===== src/rtl/peridot_board_romarb.sv =====
`default_nettype none
// ============================================================================
//  Module   : peridot_board_romarb
//  Purpose  : Two-requester arbiter and access sequencer for the board
//             ROM-data byte port. Grants one requester, drives the byte
//             address, waits the fixed ROM read latency and returns the byte
//             with a one-cycle acknowledge.
//  Revision : 1.0 - initial release
// ============================================================================
module peridot_board_romarb #(
  parameter int    ADDR_WIDTH  = 5,
  parameter int    ROM_LATENCY = 2,
  parameter string ARB_MODE    = "ROUNDROBIN"
) (
  input  logic                  clock_sig,
  input  logic                  reset_sig,
  input  logic                  req0_request,
  input  logic [ADDR_WIDTH-1:0] req0_addr,
  output logic                  req0_ack,
  output logic [7:0]            req0_data,
  input  logic                  req1_request,
  input  logic [ADDR_WIDTH-1:0] req1_addr,
  output logic                  req1_ack,
  output logic [7:0]            req1_data,
  input  logic                  rom_ready,
  output logic [ADDR_WIDTH-1:0] rom_byteaddr,
  input  logic [7:0]            rom_bytedata,
  output logic [1:0]            grant,
  output logic                  busy
);

  // Latency counter is sized for the largest legal latency (16 -> load 15).
  localparam int                   c_CNT_WIDTH = 4;
  localparam logic [c_CNT_WIDTH-1:0] c_CNT_LOAD = c_CNT_WIDTH'(ROM_LATENCY - 1);
  localparam bit                   c_FIXED     = (ARB_MODE == "FIXED");

  typedef enum logic [1:0] {
    S_IDLE    = 2'd0,
    S_WAIT    = 2'd1,
    S_RELEASE = 2'd2
  } state_t;

  state_t                 r_state;
  logic [c_CNT_WIDTH-1:0] r_cnt;
  logic                   r_last_owner;  // 0 = req0, 1 = req1

  state_t                 w_state_next;
  logic [c_CNT_WIDTH-1:0] w_cnt_next;
  logic                   w_last_owner_next;
  logic                   w_winner;
  logic [ADDR_WIDTH-1:0]  w_addr_next;
  logic [1:0]             w_grant_next;
  logic [7:0]             w_data0_next;
  logic [7:0]             w_data1_next;
  logic                   w_ack0_next;
  logic                   w_ack1_next;

  // State and every output are registered; reset aborts any access in flight.
  always_ff @(posedge clock_sig or posedge reset_sig) begin
    if (reset_sig) begin
      r_state      <= S_IDLE;
      r_cnt        <= '0;
      r_last_owner <= 1'b1;
      rom_byteaddr <= '0;
      grant        <= 2'b00;
      req0_data    <= 8'h00;
      req1_data    <= 8'h00;
      req0_ack     <= 1'b0;
      req1_ack     <= 1'b0;
      busy         <= 1'b0;
    end else begin
      r_state      <= w_state_next;
      r_cnt        <= w_cnt_next;
      r_last_owner <= w_last_owner_next;
      rom_byteaddr <= w_addr_next;
      grant        <= w_grant_next;
      req0_data    <= w_data0_next;
      req1_data    <= w_data1_next;
      req0_ack     <= w_ack0_next;
      req1_ack     <= w_ack1_next;
      busy         <= (w_state_next != S_IDLE);
    end
  end

  // Next-state logic: arbitration in IDLE, latency count in WAIT, and a
  // one-cycle RELEASE that ends the ack pulse and drops the grant.
  always_comb begin
    w_state_next      = r_state;
    w_cnt_next        = r_cnt;
    w_last_owner_next = r_last_owner;
    w_winner          = 1'b0;
    w_addr_next       = rom_byteaddr;
    w_grant_next      = grant;
    w_data0_next      = req0_data;
    w_data1_next      = req1_data;
    w_ack0_next       = 1'b0;
    w_ack1_next       = 1'b0;

    case (r_state)
      S_IDLE: begin
        if (rom_ready && (req0_request || req1_request)) begin
          if (req0_request && req1_request) begin
            // Tie: fixed priority to req0, otherwise whoever did not go last.
            w_winner = c_FIXED ? 1'b0 : ~r_last_owner;
          end else begin
            w_winner = req1_request;
          end
          w_addr_next       = w_winner ? req1_addr : req0_addr;
          w_grant_next      = w_winner ? 2'b10 : 2'b01;
          w_last_owner_next = w_winner;
          w_cnt_next        = c_CNT_LOAD;
          w_state_next      = S_WAIT;
        end
      end

      S_WAIT: begin
        if (r_cnt != '0) begin
          w_cnt_next = r_cnt - 1'b1;
        end else begin
          // Owner is taken from the grant, not the live request, so a
          // withdrawn request still completes and only the owner is touched.
          if (grant[1]) begin
            w_data1_next = rom_bytedata;
            w_ack1_next  = 1'b1;
          end else begin
            w_data0_next = rom_bytedata;
            w_ack0_next  = 1'b1;
          end
          w_state_next = S_RELEASE;
        end
      end

      S_RELEASE: begin
        w_grant_next = 2'b00;
        w_state_next = S_IDLE;
      end

      default: begin
        w_grant_next = 2'b00;
        w_state_next = S_IDLE;
      end
    endcase
  end

endmodule
`default_nettype wire


===== config.mk =====
export PLATFORM = sky130hd
export DESIGN_NAME = peridot_board_romarb
export DESIGN_NICKNAME = d
export VERILOG_FILES = /design/src/rtl/peridot_board_romarb.sv
export SDC_FILE = /design/constraint.sdc
export NUM_CORES = 1
export LEC_CHECK = 0
export CAP_MARGIN = 20
export CELL_PAD_IN_SITES_DETAIL_PLACEMENT = 1
export CELL_PAD_IN_SITES_GLOBAL_PLACEMENT = 1
export CORE_ASPECT_RATIO = 1.1
export CORE_UTILIZATION = 35
export CTS_CLUSTER_SIZE = 30
export DETAILED_ROUTE_END_ITERATION = 12
export GPL_TIMING_DRIVEN = 0
export MAX_ROUTING_LAYER = met4
export PLACE_DENSITY_LB_ADDON = 0.1
export SLEW_MARGIN = 5
export SYNTH_ARGS = -nofsm -noshare
export SYNTH_HDL_FRONTEND = slang
export SYNTH_SLANG_ARGS = --single-unit

===== constraint.sdc =====
create_clock -name clock_sig -period 2 [get_ports clock_sig]
set_input_delay 0.2 -clock clock_sig [delete_from_list [all_inputs] [get_ports clock_sig]]
set_output_delay 0.2 -clock clock_sig [all_outputs]
set_load 0.05 [all_outputs]

==> summary.txt <==
Outcome = completed
CTS Hold Buffers Added = 0
Post-synthesis sequential area ratio = 58.14%
Max-slew violations = 0
Reg2reg start = r_cnt[0]
Cell Area, Placed = 1993 sq um
Total CTS buffers = 5
Synth Cell Area = 1423 sq um
Top delay family on crit path = simple AND/OR/NAND/NOR gates
Remaining antenna violation count = 0
Post-cts resize count = 0
Max Clock Skew = 0.006669 ns
Total iterations of the first detailed-routing run = 3
Reg-to-reg slack, setup = 0.24 ns
Flip-flop and latch area = 827.0 sq um
Final Hold Viols = 0
Pwr/cell area = 1883 nW/um^2
Syn Nets = 122
Total Routed Length = 2.841 mm
IO Count = 49
Critical Path RT = 2.17 ns
Initial core utilization = 37.74%
Multi-input logic area = 558.0 sq um
Min Hold Slack = 0.2524 ns
CP peak stage delay = 0.38 ns
Worst-margin pin slew = 0.5210 ns
Post-DR vias/cell = 4.678
Crit path kind = reg -> reg
Worst R2R End = req0_data[1]
Setup TNS = 0 ns
Antenna cells = 0
Initial antenna violation count = 0
WL per Instance = 13.86 um
Synth Instances = 98
CP Cell Sequence = inv_1, ha_1, and4bb_1, nor3b_2, buf_6, mux2_4
First-pass GRT wire length = 4.823 mm
CP max FO = 9
Later-pin clock latency in the skew report = 0.28 ns
Count of clock tree sinks = 33
DRT iter0 DRCs = 11
Lkg Pwr = 0.8973 nW
Pre-CTS setup slack = 0.1501 ns
Detailed Place HPWL = 2.083 mm
Synthesized flop and latch total = 33
H-tree levels = 2
Post CTS Setup Buffer Count = 0
WP data arrival = 1.93 ns
Post-synthesis average cell area = 14.52 sq um
Worst Hold Class = in -> async
Fillcell total = 379
Cell area after layout = 2110 sq um
Crit path time final = 1.764 ns
Peak supply drop = 917.2 uV
Relative slew slack = 65.16%
Die ar. = 4324 sq um
Final non-filler cell total = 205
Vias = 959
Crit path max-delay cell type = dfrtp_1
RSZ-0062 raised after global routing = false
Largest net degree at the start of global routing = 24
MaxCap Viol Count = 0
Critical Path Start Type = register
CTS Root Cell = clkbuf_8
Final worst slack = 0.2358 ns
Syn-to-layout area delta = 48.28%
Gr usage total = 15.73%
Max frequency = 566.8 MHz
Reg clk slew, reported paths = 0.07 ns
Nets@finish = 178
Core ar. = 3770 sq um
# rows = 23
Die Y-Extent = 68.87 um
Worst path bufs/invs = 2
Vias in the first global route = 1001
CTS tree = built
Port Buffer Count = 48
FF-to-FF path depth = 6
CP endpoint kind = register
Layout cells sized above 1 = 27.74%
Placer Congestion = 0.7573
DP Cell Count = 197
# setup viols final = 0
Max Buffers Root-to-Sink = 2
Die width = 62.79 um
Total grt overflow = 0
Ys Warns = 0
Distinct cells, synth = 27
Final period utilization = 88.21%
# DRC = 0
layout make-up:
| type | instances | share of cell area (%) |
|---|---|---|
| plain buffers | 1 | 0.5338 |
| clock buffers | 7 | 4.093 |
| clock inverters | 1 | 1.423 |
| inverters | 7 | 1.246 |
| multi-input cells | 57 | 26.45 |
| flip-flops and latches | 33 | 39.21 |
| well taps | 50 | 2.966 |
| repair buffers | 49 | 24.08 |
where the power goes:
part	switching, W	internal (W)
Sequential	0.000186	0.000987
Combinational	0.00127	0.000887
Clock	0.000233	0.000406
cells in the mapped netlist:
library cell  instances  area (sq um)
o21a_1                1         7.510
a21boi_2              1         11.26
mux2_4                8         120.1
or2_2                 1         6.260
and2_1                1         6.260
o32ai_1               1         8.760
nor2_1                1         3.750
and4bb_1              1         12.51
o21bai_1              1         7.510
dfstp_2               1         26.28
a21oi_1               3         15.01
o22ai_1               2         12.51
nand2b_1              4         25.02
mux2_2               20         225.2
ha_1                  1         12.51
inv_1                 7         26.28
dfrtp_1              32         800.8
nand3_2               1         10.01
nor3b_1               2         15.01
nor3_2                1         10.01
a211oi_1              1         7.510
nor3_1                1         5.000
o21ai_0               2         10.01
nor3b_2               1         12.51
nand3_1               1         5.000
buf_6                 1         11.26
xnor2_1               1         8.760
cells by family (layout without fill, tap and decap cells):
logic type	count (synthesis)	count (layout)	share of synthesized area (%)
AND/OR/NAND/NOR	15	15	7.826
XOR/XNOR	1	1	0.6158
AO/OA/AOI/OAI	12	12	5.629
buffers and inverters	8	65	2.639
flip-flops	33	33	58.14
adder cells (fa/ha/maj)	1	1	0.8794
multiplexers	28	28	24.28
layer usage:
layer	routed length, um	GRT usage, %
met1	1311	19.35
met2	1279	22.69
met5	0	-
met3	201	6.579
met4	48	6.977
sequential cells by signal, summed over array words and instances (netlist names):
name / flops
r_state: 2
grant: 2
r_cnt: 4
req0_ack: 1
busy: 1
req0_data: 8
req1_ack: 1
rom_byteaddr: 5
req1_data: 8
r_last_owner: 1
stage by stage:
| step | utilization [%] | total power [W] |
|---|---|---|
| floorplan | - | 0.002672 |
| global placement | 52.14 | 0.003317 |
| detailed placement | 52.87 | 0.003364 |
| CTS | 55.96 | 0.004027 |
| global route | 55.96 | 0.004206 |
| finish | 55.96 | 0.003973 |
worst max-delay path by stage:
| stage | start | endpoint | slack [ns] | cells after the start |
|---|---|---|---|---|
| floorplan | r_cnt[0] | req0_data[0] | 0.40 | 6 |
| global placement | req1_request | rom_byteaddr[1] | 0.16 | 4 |
| detailed placement | req1_request | rom_byteaddr[4] | 0.15 | 4 |
| CTS | r_cnt[0] | req1_data[1] | 0.22 | 6 |
| global route | r_cnt[1] | req1_data[1] | 0.09 | 6 |
| finish | r_cnt[0] | req0_data[1] | 0.24 | 6 |
layout by cell type (no fill, tap or decap):
cell	n
and2_1	1
clkdlybuf4s50_1	48
a21oi_1	3
inv_1	7
dfstp_2	1
ha_1	1
a21boi_2	1
and4bb_1	1
o22ai_1	2
or2_2	1
nand3_2	1
mux2_4	8
xnor2_1	1
bufinv_16	1
dfrtp_1	32
o21a_1	1
o21bai_1	1
nand3_1	1
nor3b_2	1
nand2b_1	4
nor3b_1	2
nor3_2	1
o21ai_0	2
buf_6	1
clkbuf_1	1
buf_16	1
clkbuf_8	6
nor2_1	1
nor3_1	1
a211oi_1	1
mux2_2	20
o32ai_1	1
(Power assumes the default switching activity.)
